===== src/rtl/count_frame_sequencer.sv =====
// count_frame_sequencer: runs one counter-bank acquisition and streams the frame.
// Each frame goes CLEAR -> COUNT -> SNAP -> SEND. SEND streams the NWORDS
// snapshotted 10-bit words using valid/ready handshaking.
// Ports:
//   clk50, rst_n          clock, async active-low reset
//   acq_req, cont_mode    start request; auto re-arm after each frame
//   abort                 level, forces IDLE
//   stim_en / stim_cmd    test-pulser enable in / registered enable out
//   cnt_done, counts_bus  counter bank status and count words (word i at [10i+9:10i])
//   cnt_clr, cnt_start    counter bank clear / count enable
//   out_data/valid/ready/last  frame word stream
//   busy, frame_seq, err_timeout  status
module count_frame_sequencer #(
    parameter int unsigned NWORDS  = 53,
    parameter int unsigned TIMEOUT = 16'd60000
) (
    input  logic                   clk50,
    input  logic                   rst_n,
    input  logic                   acq_req,
    input  logic                   cont_mode,
    input  logic                   abort,
    input  logic                   stim_en,
    input  logic                   cnt_done,
    input  logic [10*NWORDS-1:0]   counts_bus,
    output logic                   cnt_clr,
    output logic                   cnt_start,
    output logic                   stim_cmd,
    output logic [9:0]             out_data,
    output logic                   out_valid,
    input  logic                   out_ready,
    output logic                   out_last,
    output logic                   busy,
    output logic [7:0]             frame_seq,
    output logic                   err_timeout
);

    localparam int unsigned WORD_W = 10;
    localparam int unsigned BUS_W  = WORD_W * NWORDS;
    localparam int unsigned IDX_W  = (NWORDS > 1) ? $clog2(NWORDS) : 1;
    localparam int unsigned WAIT_W = 16;
    localparam logic [IDX_W-1:0]  LAST_IDX  = IDX_W'(NWORDS - 1);
    localparam logic [WAIT_W-1:0] WAIT_LAST = WAIT_W'(TIMEOUT - 1);

    typedef enum logic [2:0] {
        S_IDLE,
        S_CLEAR,
        S_COUNT,
        S_SNAP,
        S_SEND
    } state_t;

    state_t              state_q, state_d;
    logic [WAIT_W-1:0]   wait_q, wait_d;
    logic [IDX_W-1:0]    idx_q, idx_d;
    logic [BUS_W-1:0]    snap_q, snap_d;
    logic [7:0]          frame_seq_q, frame_seq_d;
    logic                err_timeout_q, err_timeout_d;
    logic                cnt_clr_q, cnt_clr_d;
    logic                cnt_start_q, cnt_start_d;
    logic                stim_cmd_q, stim_cmd_d;
    logic                out_valid_q, out_valid_d;
    logic                out_last_q, out_last_d;
    logic                busy_q, busy_d;
    logic                xfer_c;

    // State and register update
    always_ff @(posedge clk50 or negedge rst_n) begin
        if (!rst_n) begin
            state_q       <= S_IDLE;
            wait_q        <= '0;
            idx_q         <= '0;
            snap_q        <= '0;
            frame_seq_q   <= '0;
            err_timeout_q <= 1'b0;
            cnt_clr_q     <= 1'b0;
            cnt_start_q   <= 1'b0;
            stim_cmd_q    <= 1'b0;
            out_valid_q   <= 1'b0;
            out_last_q    <= 1'b0;
            busy_q        <= 1'b0;
        end else begin
            state_q       <= state_d;
            wait_q        <= wait_d;
            idx_q         <= idx_d;
            snap_q        <= snap_d;
            frame_seq_q   <= frame_seq_d;
            err_timeout_q <= err_timeout_d;
            cnt_clr_q     <= cnt_clr_d;
            cnt_start_q   <= cnt_start_d;
            stim_cmd_q    <= stim_cmd_d;
            out_valid_q   <= out_valid_d;
            out_last_q    <= out_last_d;
            busy_q        <= busy_d;
        end
    end

    // Next state, counters and snapshot
    always_comb begin
        state_d       = state_q;
        wait_d        = wait_q;
        idx_d         = idx_q;
        snap_d        = snap_q;
        frame_seq_d   = frame_seq_q;
        err_timeout_d = err_timeout_q;
        xfer_c        = out_valid_q & out_ready;

        if (abort) begin
            state_d = S_IDLE;
            idx_d   = '0;
            wait_d  = '0;
        end else begin
            unique case (state_q)
                S_IDLE: begin
                    if (acq_req) begin
                        state_d       = S_CLEAR;
                        err_timeout_d = 1'b0;
                    end
                end
                S_CLEAR: begin
                    state_d = S_COUNT;
                    wait_d  = '0;
                end
                S_COUNT: begin
                    // cnt_done wins over a timeout landing on the same cycle
                    if (cnt_done) begin
                        state_d = S_SNAP;
                    end else if (wait_q == WAIT_LAST) begin
                        state_d       = S_IDLE;
                        err_timeout_d = 1'b1;
                    end else begin
                        wait_d = wait_q + WAIT_W'(1);
                    end
                end
                S_SNAP: begin
                    snap_d  = counts_bus;
                    idx_d   = '0;
                    state_d = S_SEND;
                end
                S_SEND: begin
                    // Snapshot shifts down one word per transfer; word 0 is always the current one
                    if (xfer_c) begin
                        snap_d = snap_q >> WORD_W;
                        if (idx_q == LAST_IDX) begin
                            idx_d       = '0;
                            frame_seq_d = frame_seq_q + 8'd1;
                            state_d     = cont_mode ? S_CLEAR : S_IDLE;
                        end else begin
                            idx_d = idx_q + IDX_W'(1);
                        end
                    end
                end
                default: state_d = S_IDLE;
            endcase
        end

        // Outputs registered from the next state so they line up with state_q
        cnt_clr_d   = (state_d == S_CLEAR);
        cnt_start_d = (state_d == S_COUNT);
        out_valid_d = (state_d == S_SEND);
        out_last_d  = (state_d == S_SEND) && (idx_d == LAST_IDX);
        busy_d      = (state_d != S_IDLE);
        stim_cmd_d  = stim_en && (state_q == S_COUNT) && !abort;
    end

    assign cnt_clr     = cnt_clr_q;
    assign cnt_start   = cnt_start_q;
    assign stim_cmd    = stim_cmd_q;
    assign out_data    = snap_q[WORD_W-1:0];
    assign out_valid   = out_valid_q;
    assign out_last    = out_last_q;
    assign busy        = busy_q;
    assign frame_seq   = frame_seq_q;
    assign err_timeout = err_timeout_q;

endmodule


===== config.mk =====
export PLATFORM = sky130hd
export DESIGN_NAME = count_frame_sequencer
export DESIGN_NICKNAME = d
export VERILOG_FILES = /design/src/rtl/count_frame_sequencer.sv
export SDC_FILE = /design/constraint.sdc
export NUM_CORES = 1
export LEC_CHECK = 0
export ABC_AREA = 0
export CORE_AREA = 10 10 262 264
export DETAILED_ROUTE_END_ITERATION = 6
export DIE_AREA = 0 0 272 274
export PLACE_DENSITY = 0.73
export RECOVER_POWER = 50
export SYNTH_ARGS = -nofsm -noshare
export SYNTH_HDL_FRONTEND = slang
export SYNTH_SLANG_ARGS = --single-unit

===== constraint.sdc =====
create_clock -name clk50 -period 2.48 [get_ports clk50]
set_input_delay 0.248 -clock clk50 [delete_from_list [all_inputs] [get_ports clk50]]
set_output_delay 0.248 -clock clk50 [all_outputs]
set_load 0.05 [all_outputs]

* Word level (Yosys, flattened, before mapping)
Cells that the tools add are included.
** Operators by class
- $add $sub $neg :: 3
- Equal/unequal tests :: 16
- Multiplexer cells :: 22
- Bitwise operators :: 2
- Reductions and logical operators :: 13
** Operators by type and width (count)
- one-hot mux 530 bit (2 select lines) :: 1
- two-way mux 530 bit :: 1
- two-way mux 16 bit :: 3
- one-hot mux 16 bit (2 select lines) :: 1
- two-way mux 3 bit :: 6
- two-way mux 6 bit :: 3
- adder 16 x 1 -> 16 bit (second input constant) :: 1
- == test 16 bit (second input constant) :: 1
- one-hot mux 3 bit (5 select lines) :: 1
- == test 6 bit (second input constant) :: 2
- one-hot mux 6 bit (2 select lines) :: 1
- == test 3 x 2 -> 1 bit (second input constant) :: 3
- adder 8 x 1 -> 8 bit (second input constant) :: 1
- inequality test 2 bit (second input constant) :: 4
- adder 6 x 1 -> 6 bit (second input constant) :: 1
- == test 3 x 1 -> 1 bit (second input constant) :: 2
- == test 3 bit (second input constant) :: 2
- inequality test 3 bit (second input constant) :: 2
- AND reduction 3 bit :: 2
- nonzero test 3 bit :: 2
- AND reduction 5 bit :: 1
- two-way mux 1 bit :: 4
- AND reduction 4 bit :: 1
- nonzero test 2 bit :: 2
- 6 further kinds :: 8
** Word-level totals
- Bits in registers :: 570
- Bits of input ports :: 538
- Output and inout port bits :: 25
- Logic and storage cells :: 68

* Depth between registers and ports, before layout
- Depth in word-level cells :: 7
- Mapped depth :: 8
- Gate-level depth less buffers :: 7

* Worst setup path before layout
No wires, ideal clock.
- Path kind :: register -> register
- From :: register idx_q[0]
- To :: register frame_seq_q[7], in the netlist frame_seq[7]
- Setup time :: 0.140 ns
- Data arrival time :: 1.856 ns
- Data required time :: 2.340 ns
- Slack :: 0.484 ns
- Stages on the path, launching flop included :: 8
- Path buffers :: 0
- Clock period less this slack :: 1.996 ns
- Path through :: dfrtp_1 -> inv_1 -> ha_1 -> nand4b_1 -> nor4_4 -> and4_4 -> nand3_1 -> xnor2_1
** Between the ends
- Cells in the longest elaborated chain, start to end :: 2
** RTL lines
- from (decl) :: RTL line 54 : logic [IDX_W-1:0] idx_q, idx_d;
- from (signal assigned) :: RTL line 84 : idx_q <= idx_d;
- == test 6 bit :: RTL line 143 : if (idx_q == LAST_IDX) begin
- AND reduction 4 bit (no source line)
- to (signal assigned) :: RTL line 86 : frame_seq_q <= frame_seq_d;
- to (decl) :: RTL line 56 : logic [7:0] frame_seq_q, frame_seq_d;
No other way between the ends.
A chain may end at the register's enable or synchronous reset.

* Final worst setup path
- From :: register state_q[0]
- To :: register snap_q[483]
** Between the ends
- Cells in the longest elaborated chain, start to end :: 3
- Elaborated cells between the ends (all ways) :: 6
- Those cells by class :: 3 x eq/ne; 1 x mux; 2 x reduce/logical
** RTL lines
- from (decl) :: RTL line 52 : state_t state_q, state_d;
- from (signal assigned) :: RTL line 82 : state_q <= state_d;
- == test 3 bit or == test 3 x 2 -> 1 bit (tied branches) :: RTL line 112 : unique case (state_q)
- inequality test 2 bit (no source line) or nonzero test 2 bit (tied branches)
- AND reduction 3 bit (no source line)
- to (signal assigned) :: RTL line 85 : snap_q <= snap_d;
- to (decl) :: RTL line 55 : logic [BUS_W-1:0] snap_q, snap_d;
Several ways; a longest one is shown, not always the timed one.

==> impl_metrics.py <==
metrics = {
    "yosys": {
        "synth_compound_area_frac": 0.1360,
        "synth_nets": 3636,
        "synth_cells": 3094,
        "synthAdderAreaFrac": 0.001945,
        "yosys_warnings": 0,
        "synth_top_family_by_area": "simple AND/OR/NAND/NOR gates",
        "synth-simple-area-share": 0.2552,
        "ys.flop_type": "dfrtp_1",
        "synth_area_mm2": 0.02573,
        "synth-edff-count": 0,
        "synth_cell_types": 51,
        "muxShareOfSynthArea": 0.0008267,
        "synth_area_per_cell_um2": 8.316,
        "synth_xor_xnor_area_share": 0.005787,
        "async_reset_ff_frac": 1.000,
        "yosysSeqAreaShare": 0.5544,
        "synth-seq-cells": 570,
    },
    "sta": {
        "worstMarginPinSlew_ns": 1.467,
        "clock_skew_ns": 0.01443,
        "setup_viol": 0,
        "hold_slack_ns": 0.1805,
        "setup-tns-final_ns": 0,
        "period_needed_ns": 2.238,
        "clock.fmax_mhz": 446.8,
        "relSlewSlack": 0.02218,
        "min_period_over_period": 0.9025,
        "maxSlewViolCount": 0,
        "rsz0062_at_grt": "no",
        "hold_viol": 0,
    },
    "layout": {
        "area_growth_syn_to_layout_pct": 32.87,
        "drive_above_1_share": 0.04848,
        "multi_input_area_mm2": 0.01029,
        "final_nets": 4081,
        "nFillCells": 5839,
        "stdcell_count": 4459,
        "layout_common_cells": "nand2_1, dfrtp_1, clkdlybuf4s50_1",
        "seq_area_mm2": 0.01426,
        "final_common_cell": "nand2_1",
    },
    "pwr": {
        "p_per_area_mw_per_mm2": 876.8,
        "p_total_w": 0.02998,
        "cellLeakagePower_nw": 14.42,
        "irDropWorstVdd_v": 0.0005393,
    },
    "global_routing": {
        "antenna_found_initial": 26,
        "grt-ovfl-total": 0,
        "grt.total_usage": 0.2215,
        "grt_max_degree": 179,
        "grt_first_pass_wirelength_um": 130100,
        "grt_pass1_vias": 22520,
    },
    "routing": {
        "vias": 23300,
        "ant_nets": 0,
        "wl_met1_um": 35040,
        "wl_um": 86100,
        "drc": 0,
        "via_per_inst": 5.226,
        "dr.pass1.iters": 6,
        "drt-initial-drc-count": 2246,
        "routed.top_layer": "met5",
        "route.met3.wl_um": 6296,
        "avgRoutedWirePerCell_um": 19.31,
        "wl_met2_um": 41220,
    },
    "die": {
        "design.die.area_mm2": 0.07453,
        "pin_count": 563,
        "rows": 93,
        "core_mm2": 0.06365,
        "die_h_um": 274,
        "die_x_um": 272,
        "start_util": 0.4042,
    },
    "placement": {
        "place_inst": 4332,
        "place_congestion": 0.8686,
        "hpwlAfterDp_um": 63110,
        "port_buffers": 562,
    },
    "cts": {
        "cts.sinks": 570,
        "clockRootBuffer": "clkbuf_16",
        "clk_latency_ns": 0.61,
        "clk_path_buf_depth": 3,
        "cts_buffers": 59,
        "cts_tree": "built",
        "cts_max_level": 2,
        "clk_pin_slew_ns": 0.06,
        "cts_setup_buffers": 0,
    },
    "worst_setup_path": {
        "start_kind": "flop",
        "cp_cell_sequence": "nor3b_4, nand3_2, a21oi_4, buf_12, buf_4, nor2_1, a31oi_1",
        "required_ns": 3.00,
        "cp-end-kind": "flop",
        "cp_max_fo": 53,
        "cp_slowest_cell": "dfrtp_1",
        "arrival_ns": 2.76,
        "slowest_delay_ns": 0.47,
        "critical_path_class": "flop to flop",
    },
    "outcome": {
        "status": "finished clean",
    },
    "worst_hold_path": {
        "min_path_type": "input port to flop",
    },
    "flow_run": {
        "drv_cap": 0,
    },
}
-- kinds of logic after synthesis --
group | after synthesis
mux | 2
compound gates | 558
flops | 570
buf+inv | 256
fa+ha+maj | 4
xor+xnor | 17
simple gates | 1687
-- worst max-delay path: cells and delay by family, from the launching register on --
| kind | cells | cell delay [ns] |
|---|---|---|
| compound gates | 2 | 0.41 |
| flops | 1 | 0.47 |
| simple gates | 3 | 0.63 |
| buf+inv | 2 | 0.62 |
-- registers in the layout, indices dropped and copies added (netlist names) --
signal / count
out_last: 1
idx_q: 6
cnt_clr: 1
busy: 1
snap_q: 530
frame_seq: 8
stim_cmd: 1
err_timeout: 1
wait_q: 16
out_valid: 1
state_q: 3
cnt_start: 1
-- through the flow --
stage               cell area (µm²)    util  setup slack (ns)
floorplan                     25730       -            0.4840
global placement              32230  0.5064            0.2708
detailed placement            32230  0.5064            0.1605
CTS                           34330  0.5394            0.1546
global route                  34180  0.5370           0.06623
finish                        34190  0.5371            0.2419
-- cell usage after synthesis, types with 2 or more instances --
cell / count / area, µm²
xor2_1: 11 / 96.34
ha_1: 4 / 50.05
o2111ai_1: 2 / 17.52
a21boi_0: 2 / 15.01
and4b_1: 2 / 20.02
nand3_2: 2 / 20.02
nand3_1: 20 / 100.1
o21ai_0: 11 / 55.05
a21oi_1: 8 / 40.04
nor3_1: 3 / 15.01
buf_4: 15 / 112.6
buf_2: 125 / 625.6
nor4_1: 4 / 25.02
nand3b_1: 2 / 15.01
nand4_1: 7 / 43.79
and4_1: 3 / 26.28
dfrtp_1: 570 / 14260
o22ai_1: 2 / 12.51
nor4b_2: 3 / 45.04
nand2_1: 1072 / 4024
o21bai_1: 2 / 15.01
and3_1: 4 / 25.02
nand2b_1: 3 / 18.77
nor2b_1: 3 / 18.77
inv_1: 3 / 11.26
or3_1: 3 / 18.77
buf_1: 5 / 18.77
and2_1: 2 / 12.51
a31oi_1: 521 / 3259
nor2_1: 546 / 2049
a21o_1: 2 / 15.01
clkbuf_1: 107 / 401.6
and3b_1: 2 / 17.52
xnor2_1: 6 / 52.55
-- power breakdown --
group / internal, W / switching, W
logic: 0.00296 / 0.00270
registers: 0.0126 / 0.00213
clock network: 0.00569 / 0.00386
total: 0.0213 / 0.00868
-- per-layer routing --
metal | global-route usage | vias up
met5 | 0 | -
met4 | 0.09810 | 26
met3 | 0.05845 | 170
met2 | 0.3602 | 767
met1 | 0.2746 | 11100
li1 | - | 11240
-- final cells by class --
type	instances	area share
flip-flops and latches	570	0.4173
multi-input cells	2268	0.3009
repair buffers	637	0.1879
clock buffers	80	0.04904
well taps	855	0.03129
clock inverters	31	0.01215
diodes	15	0.001098
inverters	3	0.0003294
-- path summary, 6_finish.rpt --
kind / from / end / slack (ns) / depth (start not counted)
max in group asynchronous: rst_n / snap_q[427] / 0.36 / 4
min in group asynchronous: rst_n / snap_q[195] / 0.20 / 2
hold reg to reg: snap_q[526] / snap_q[526] / 0.47 / 2
setup reg to reg: state_q[0] / snap_q[483] / 0.24 / 7
setup / recovery: state_q[0] / snap_q[483] / 0.24 / 7
hold / removal: counts_bus[523] / snap_q[523] / 0.18 / 3
-- timing repair --
action                                  CTS  global route
endpoints found under the setup margin    0             1
endpoints found under the hold margin    52             0
hold buffers                              1             0
resized for setup                         0             2
No activity file was read; power rests on OpenSTA's default activity.
